`config.mk`:
```
export PLATFORM = sky130hd
export DESIGN_NAME = cnt_clkdiv_core_flat
export DESIGN_NICKNAME = d
export VERILOG_FILES = /design/src/rtl/cnt_clkdiv_if.sv /design/src/rtl/cnt_clkdiv_core.sv /design/src/flat_wrapper.sv
export SDC_FILE = /design/constraint.sdc
export NUM_CORES = 1
export LEC_CHECK = 0
export BUFFER_PORTS_ARGS = -buffer_cell sky130_fd_sc_hd__buf_2
export CORE_ASPECT_RATIO = 0.5
export CORE_MARGIN = 8
export CORE_UTILIZATION = 40
export DETAILED_ROUTE_END_ITERATION = 8
export PLACE_DENSITY = 0.66
export RECOVER_POWER = 25
export SYNTH_ARGS = -nofsm -noshare
export SYNTH_HDL_FRONTEND = slang
export SYNTH_SLANG_ARGS = --single-unit
```
`constraint.sdc`:
```
create_clock -name sys_clk -period 4.79 [get_ports sys_clk]
set_input_delay 0.479 -clock sys_clk [delete_from_list [all_inputs] [get_ports sys_clk]]
set_output_delay 0.479 -clock sys_clk [all_outputs]
set_load 0.1 [all_outputs]
```
`src/rtl/cnt_clkdiv_if.sv`:
```
// cnt_clkdiv_if: control/status bundle for the prescaled counter
//   restart, top            : driven by the master (counter clear, terminal count)
//   tick, div_clk, count, done : driven by the core (slave)
`timescale 1ns/1ps
interface cnt_clkdiv_if #(parameter int WIDTH = 8) ();
  logic restart;
  logic [WIDTH-1:0] top;
  logic tick;
  logic div_clk;
  logic [WIDTH-1:0] count;
  logic done;
  modport master(output restart, top, input tick, div_clk, count, done);
  modport slave(input restart, top, output tick, div_clk, count, done);
endinterface

```
`src/rtl/cnt_clkdiv_core.sv`:
```
// cnt_clkdiv_core: sys_clk prescaler with tick/div_clk and a wrapping or locking up-counter
//   sys_clk : system clock, all state on its rising edge
//   rst     : asynchronous active-high reset
//   bus     : restart/top in; tick, div_clk, count, done out
`timescale 1ns/1ps
module cnt_clkdiv_core #(
  parameter int DIV = 50000000,
  parameter int WIDTH = 8,
  parameter bit FREERUN = 1'b1
) (
  input logic sys_clk,
  input logic rst,
  cnt_clkdiv_if.slave bus
);
  localparam int PW = $clog2(DIV);
  localparam logic [PW-1:0] LAST = PW'(DIV - 1);
  localparam logic [PW-1:0] HI = PW'(DIV - DIV / 2);
  logic [PW-1:0] pre, pre_nxt;
  logic [WIDTH-1:0] count, inc;
  logic tick, div_clk, done;
  assign tick = pre == LAST;
  assign pre_nxt = tick ? '0 : pre + 1'b1;
  assign inc = count + 1'b1;
  // div_clk is decoded from the next prescaler value so the register tracks the current one
  always_ff @(posedge sys_clk or posedge rst)
    if (rst) begin
      pre <= '0;
      div_clk <= 1'b0;
    end else begin
      pre <= pre_nxt;
      div_clk <= pre_nxt >= HI;
    end
  always_ff @(posedge sys_clk or posedge rst)
    if (rst) begin
      count <= '0;
      done <= 1'b0;
    end else if (bus.restart) begin
      count <= '0;
      done <= 1'b0;
    end else if (!tick) begin
      if (FREERUN) done <= 1'b0;
    end else if (count == bus.top) begin
      if (FREERUN) count <= '0;
      done <= 1'b1;
    end else begin
      count <= inc;
      done <= !FREERUN && inc == bus.top;
    end
  assign bus.tick = tick;
  assign bus.div_clk = div_clk;
  assign bus.count = count;
  assign bus.done = done;
endmodule

```
`src/flat_wrapper.sv`:
```
// flat-port wrapper written by rule: the top's interface ports become plain ports
module cnt_clkdiv_core_flat 
#(
  parameter int DIV = 50000000,
  parameter int WIDTH = 8,
  parameter bit FREERUN = 1'b1
)
  (sys_clk, rst, bus_restart, bus_top, bus_tick, bus_div_clk, bus_count, bus_done);
  cnt_clkdiv_if #(.WIDTH(WIDTH)) bus_i ();
  input logic sys_clk;
  input logic rst;
  input wire logic [$bits(bus_i.restart)-1:0] bus_restart;
  input wire logic [$bits(bus_i.top)-1:0] bus_top;
  output wire logic [$bits(bus_i.tick)-1:0] bus_tick;
  output wire logic [$bits(bus_i.div_clk)-1:0] bus_div_clk;
  output wire logic [$bits(bus_i.count)-1:0] bus_count;
  output wire logic [$bits(bus_i.done)-1:0] bus_done;
  assign bus_i.restart = bus_restart;
  assign bus_i.top = bus_top;
  assign bus_tick = bus_i.tick;
  assign bus_div_clk = bus_i.div_clk;
  assign bus_count = bus_i.count;
  assign bus_done = bus_i.done;
  cnt_clkdiv_core #(.DIV(DIV), .WIDTH(WIDTH), .FREERUN(FREERUN)) u_core (.sys_clk(sys_clk), .rst(rst), .bus(bus_i));
endmodule
```
; ---- After elaboration in Yosys (flattened, before gate mapping)
; Index checks and enable logic that the tools add are counted.
[op_classes]
add_sub_neg = 2
order_cmp = 1
eq_ne = 2
mux = 7
reduce_logical = 1
[op_table]
columns = operator, count
row1 = 26-bit by 1-bit adder with 26-bit output (second input constant), 1
row2 = 26-bit equality test (second input constant), 1
row3 = 26-bit by 25-bit >= comparator with 1-bit output (second input constant), 1
row4 = 26-bit 2-to-1 mux, 1
row5 = 8-bit 2-to-1 mux, 3
row6 = 8-bit by 1-bit adder with 8-bit output (second input constant), 1
row7 = 8-bit equality test, 1
row8 = 1-bit 2-to-1 mux, 3
row9 = 2-bit nonzero test, 1
[word_totals]
regBits = 36
inputBits = 11
out_inout_bits = 11
wordCells = 17

; ---- Depth between registers and ports, before layout
; Gate-level depths: netlist of the first run.
[depth]
depth_word = 4
mapped_depth = 9
ltp_nobuf = 8

; ---- Least setup slack after synthesis of the first run
; No wires, ideal clock.
[synth_timing]
path_type = register to output
start = register u_core.pre[8]
end = output port bus_tick
arrival_time_ns = 2.150
t_required_ns = 4.311
setup_slack_ns = 2.161
stages_incl_launch_ff = 7
path_buffers = 3
path_cell_list = dfrtp_1 > buf_2 > nor4_1 > nand3_1 > nor4_1 > clkbuf_1 > buf_2
[synth_between]
elab_chain_cells = 1
[synth_rtl]
columns = item, line_no
row1 = "start, declared", cnt_clkdiv_core.sv:18  ; logic [PW-1:0] pre, pre_nxt;
row2 = "start signal, assigned", cnt_clkdiv_core.sv:30  ; pre <= pre_nxt;
row3 = 26-bit equality test, cnt_clkdiv_core.sv:21  ; assign tick = pre == LAST;
row4 = "end, declared", flat_wrapper.sv:14  ; output wire logic [$bits(bus_i.tick)-1:0] bus_tick;
; Every way passes these cells.

; ---- Final worst setup path of the first run
[layout_timing]
start = register u_core.pre[0]
end = output port bus_tick
; Same word-level chain as after synthesis.

==> impl_metrics.toml, run 1 <==
[drt]
routed_via_density = 5.059
wl_um = 4036
drt-met1-wl_um = 1996
route.vias.total = 1457
drtAntennaViolNets = 0
drt_iter0_markers = 72
dr.max_layer_used = "met4"
drc = 0
wl_per_cell_um = 14.01
wl_met3_um = 142
met2_wirelength_um = 1826
first_pass_iters = 4

[critical_path]
max_stage_delay_ns = 0.49
cp_cell_sequence = "ha_1 > nand4_1 > nor4_2 > buf_2"
worstPathArrival_ns = 1.98
path_delay_family = "simple AND/OR/NAND/NOR gates"
r2r-start = "u_core.pre[0]"
critPathBufInv = 1
rrSetupSlack_ns = 2.51
worst-path-stages = 4
end_kind = "output port"
cp_max_fo = 5
startpoint = "u_core.pre[0]"
timing.rr.end = "u_core.bus.div_clk"
crit_path_end = "bus_tick"
critPathKind = "reg -> out"
cp-start-kind = "register"
r2r_cells = 8
crit_required_ns = 4.31
critPathSlowestCell = "buf_2"

[sta]
tightest_slew_ns = 1.924
clock_skew_ns = 0.006714
finalHoldViolCount = 0
slew_viol_final = 37
finalSetupTns_ns = 0
setup_violations = 0
setup_ws_ns = 2.333
maxSlewHeadroom_pct = -28.26
timing.final.crit_share_pct = 51.29
period_minus_slack_ns = 2.457
rsz0062_at_grt = "no"
max_freq_mhz = 407.0

[die]
initial_core_util_pct = 40.30
die_x_um = 114.3
num_rows = 18
io_pins = 22
dieArea_um2 = 7448
core_area_um2 = 4797
die_h_um = 65.16

[yosys]
syn_nets = 208
synth.ff_latch_count = 36
ys.flop_type = "dfrtp_1"
synth_area_um2 = 1933
yosysMostFrequentCell = "dfrtp_1"
synth-seq-area-share_pct = 46.60
synthTopCellsByArea = "dfrtp_1 (47%), xnor2_1 (11%), xor2_1 (6.3%), nor2_1 (5.6%), nand4_1 (3.2%)"
syn_avg_cell_area_um2 = 9.913
yosysWarnings = 0
synth_top_area_cell = "dfrtp_1"
synth_edf_count = 0
synthTopCellsByCount = "dfrtp_1 (36), nor2_1 (29), xnor2_1 (25)"
synth_top_area_share_pct = 46.60
async_reset_ff_share_pct = 100.0
postSynthCellCount = 195
synth.distinct_cells = 37

[layout]
final_area_um2 = 2191
antenna_cells = 0
area_growth_pct = 13.33
final_core_util_pct = 45.67
instances_no_fill = 288
final_layout_size_suffix_gt1_share_pct = 16.51
nets = 231

[global_route]
grt_max_degree = 37
grt_pass1_vias = 1450
grt_antenna_before_repair = 0
overflow = 0
grt.total_usage_pct = 11.46
grt_pass1_wl_um = 6782

[pwr]
power_density_nw_per_um2 = 236.8
switching_share_pct = 21.18
seqPwrFrac_pct = 58.6
intPower_uw = 408.9
p_comb_share_pct = 3.2
leakagePower_uw = 0.0009776
vdd_drop_max_mv = 0.09389
switching_power_uw = 109.9
clkPwrFrac_pct = 38.2

[placement]
place_hpwl_um = 2938
placedCellCount = 281
routabilityCongestion = 0.8385
post_dp_cell_area_um2 = 2117
post-place-ws_ns = 2.545
io_buffers = 21

[cts]
cts_htree_levels = 2
clock_latency_ns = 0.29
cts-root-buf = "clkbuf_8"
clockBufferDepth = 2
cts_tree = "built"
cts-resized-gates = 0
clk_pin_slew_worst_paths_ns = 0.07
clock-sinks = 36
post_cts_buffers = 0
holdBufCountCts = 0
cts_buffers = 5

[outcome]
outcome = "complete, but fails checks"
violations = "capacitance limit, slew limit"

[hold_path]
hold_class = "reg -> reg"

[flow_run]
cap_viol_max_count = 1
logic make-up (layout without fill, tap and decap cells):
kind of cell | Yosys count | after routing | share of synthesized area [%]
simple gates | 96 | 96 | 27.57
fa+ha+maj | 2 | 2 | 1.294
buf+inv | 13 | 36 | 2.718
mux | 2 | 2 | 1.100
flops | 36 | 36 | 46.60
compound gates | 7 | 7 | 3.043
xor+xnor | 39 | 39 | 17.67
flip-flops by register name (all words and copies together), names as in the netlist:
register	flops
u_core.bus.div_clk	1
u_core.bus.done	1
u_core.bus.count	8
u_core.pre	26
through the flow:
stage / power [µW] / hold slack, ns
after floorplan: 319.0 / 0.4688
after global placement: 327.1 / 0.4829
after detailed placement: 327.3 / 0.4952
after CTS: 527.7 / 0.2898
after global routing: 543.4 / 0.5430
final: 518.8 / 0.5103
how the worst min path moves through the flow:
stage,slack [ns],to,depth (start not counted),startpoint
floorplan,0.47,u_core.pre[0],1,u_core.pre[0]
global placement,0.48,u_core.pre[0],1,u_core.pre[0]
detailed placement,0.50,u_core.pre[0],1,u_core.pre[0]
CTS,0.29,u_core.pre[4],3,rst
global route,0.54,u_core.pre[0],1,u_core.pre[0]
finish,0.51,u_core.pre[0],1,u_core.pre[0]
layout by cell type (no fill, tap or decap), types with 2 or more instances in the layout:
cell	Yosys	routed
nor4_2	1	2
nand4_1	10	10
nand3_1	12	12
buf_2	3	21
nor2_1	29	29
and3_1	4	4
inv_1	6	6
ha_1	2	2
and4_1	4	4
xnor2_1	25	25
nor3_1	3	3
nor2b_1	2	2
nand2_1	11	11
clkbuf_1	4	2
nor4_1	7	6
xor2_1	14	14
or3_1	3	3
clkbuf_8	0	5
dfrtp_1	36	36
power by group through the flow:
stage | Sequential, µW | Combinational [µW] | Clock (µW)
5_1_grt | 304 | 19.3 | 220
6_report | 304 | 16.8 | 198
2_1_floorplan | 310 | 9.37 | 0
4_1_cts | 304 | 17.7 | 206
3_5_place_dp | 310 | 17.6 | 0
3_3_place_gp | 310 | 17.4 | 0
layer usage:
layer,track usage (%),up-vias
li1,-,723
met1,14.58,698
met2,18.14,28
met3,2.925,8
met4,5.419,0
met5,0,-
area by class of cell:
type                    instances  area (µm²)
multi-input cells             146       985.9
clock inverters                 1       5.005
fillers                       478        2606
repair buffers                 23       116.4
inverters                       6       22.52
clock buffers                   6       72.57
flip-flops and latches         36       900.9
well taps                      70       87.58
Note: power is estimated with default switching activity, not from simulation.
==> run 2: changes to the inputs <==
PLACE_DENSITY = 0.68   (was 0.66)
clock period = 2.11 ns   (was 4.79 ns; I/O delays follow)
==> run 2 against run 1 <==
The run now ends clean. Critical path depth up 3. Power up 130%. First-iteration DRC count down 49%. Final cell count up 9.7%. Routed wire length up 7.6%. Critical endpoint unchanged. Largest cell class unchanged.
==> impl_metrics.toml, run 2 (synthesis gave the netlist of run 1 again) <==
[sta]
max_freq_mhz = 475.5
slew_viol_final = 0
setup_violations = 0
finalHoldViolCount = 0
setup_ws_ns = 0.006781
period_minus_slack_ns = 2.103
rsz0062_at_grt = "yes"
maxSlewHeadroom_pct = 41.71
tightest_slew_ns = 0.8744
clock_skew_ns = 0.005541
worst_hold_slack_ns = 0.1741
timing.final.crit_share_pct = 99.68

[cts]
clk_pin_slew_worst_paths_ns = 0.07
clock-sinks = 36
holdBufCountCts = 0
cts_buffers = 5
clock_latency_ns = 0.29
clockBufferDepth = 2
cts_tree = "built"
cts_htree_levels = 2
cts-root-buf = "clkbuf_8"

[drt]
first_pass_iters = 4
drtAntennaViolNets = 0
drt_iter0_markers = 37
route.vias.total = 1602
wl_per_cell_um = 13.74
drc = 0
wl_um = 4341
routed_via_density = 5.070

[pwr]
power_density_nw_per_um2 = 476.7
total_power_uw = 1205
vdd_drop_max_mv = 0.2993
leakagePower_uw = 0.001154

[placement]
post_dp_cell_area_um2 = 2298
post-place-ws_ns = -0.05245
place_hpwl_um = 3261
routabilityCongestion = 0.8348
io_buffers = 21

[critical_path]
crit_top_cell = "buf_4"
max_stage_delay_ns = 0.39
cp-start-kind = "register"
cp_max_fo = 4
end_kind = "output port"
crit_required_ns = 1.90
cp_cell_sequence = "ha_2 > nand4_1 > buf_4 > nor4_4 > buf_4 > buf_6 > buf_12"
worstPathArrival_ns = 1.89
critPathKind = "reg -> out"
critPathSlowestCell = "dfrtp_1"

[die]
num_rows = 18
io_pins = 22
die_x_um = 114.3
initial_core_util_pct = 40.30
die_h_um = 65.16
core_area_um2 = 4797
dieArea_um2 = 7448

[layout]
area_growth_pct = 30.74
top_register = "u_core.pre"
final_layout_size_suffix_gt1_share_pct = 34.55
multi_input_area_um2 = 1089
nets = 258
seq_area_um2 = 902.1
top_regs = "u_core.pre (26), u_core.bus.count (8)"
final_area_um2 = 2527
final_cell_mix = "dfrtp_1 (35), nor2_1 (28), buf_4 (27)"
antenna_cells = 0
largest_reg_flops = 26
final_core_util_pct = 52.69
fillerInstances = 406
mostFrequentLayoutCell = "dfrtp_1"

[outcome]
outcome = "complete, no violations"

[global_route]
grt_pass1_wl_um = 7445
grt_pass1_vias = 1604
overflow = 0
grt_max_degree = 37
grt_antenna_before_repair = 0
grt.total_usage_pct = 12.48

[flow_run]
cap_viol_max_count = 0

[hold_path]
hold_class = "in -> async"
run 2: cell count changes in the layout (fill, tap and decap cells not counted), moves of 2 or more:
cell and delta:
nor3_2 +2, or3_4 +3, nor4_2 +2, clkbuf_1 -2
or3_1 -3, nand3_2 +2, nand3_1 -2, nor3_1 -2
buf_4 +26, nor4_1 -3
run 2: per-stage QoR:
step,TNS [ns],instances
after floorplan,0,195
after detailed placement,-0.08232,302
after global placement,0,302
after CTS,0,311
after global routing,-0.3778,316
final,0,316
run 2: worst paths after layout:
kind	depth (start not counted)	endpoint	startpoint	slack, ns
worst max-delay path	7	bus_tick	u_core.pre[0]	0.007
worst min-delay path	3	u_core.pre[4]	rst	0.17
worst max register to register	8	u_core.bus.div_clk	u_core.pre[0]	0.007
worst min register to register	1	u_core.pre[4]	u_core.pre[4]	0.57
max in group asynchronous	3	u_core.pre[8]	rst	1.34
min in group sys_clk	2	u_core.bus.done	bus_restart	0.30
run 2: layout make-up:
class,count,area share [%]
inverters,6,0.8911
multi-input cells,146,43.07
clock buffers,5,2.723
clock inverters,3,0.7426
well taps,70,3.465
repair buffers,50,13.42
flip-flops and latches,36,35.69
run 2: layer usage:
layer,vias up,track usage [%],part of all wire [%]
met5,-,0,0
met4,0,4.926,1.9
met3,9,3.839,4.4
met2,34,19.97,46
met1,778,15.63,47
li1,781,-,-
run 2: critical path: cells and delay by family (launching register included):
kind,cells,cell delay (ns)
adder cells (fa/ha/maj),1,0.20
AND/OR/NAND/NOR,2,0.38
buffers and inverters,4,0.63
flip-flops,1,0.39
run 2: repair_timing:
action                     4_1_cts  5_1_grt
buffers inserted                 1        5
resized for setup               13        9
setup endpoints to repair        4        6
gates cloned                     0        0
pin swaps                        6        5
run 2: report_power, final:
group	total [µW]	switching, µW	internal (µW)
Combinational	38.6	24.2	14.3
Sequential	690	0	690
Clock	477	247	230
Total	1200	271	934
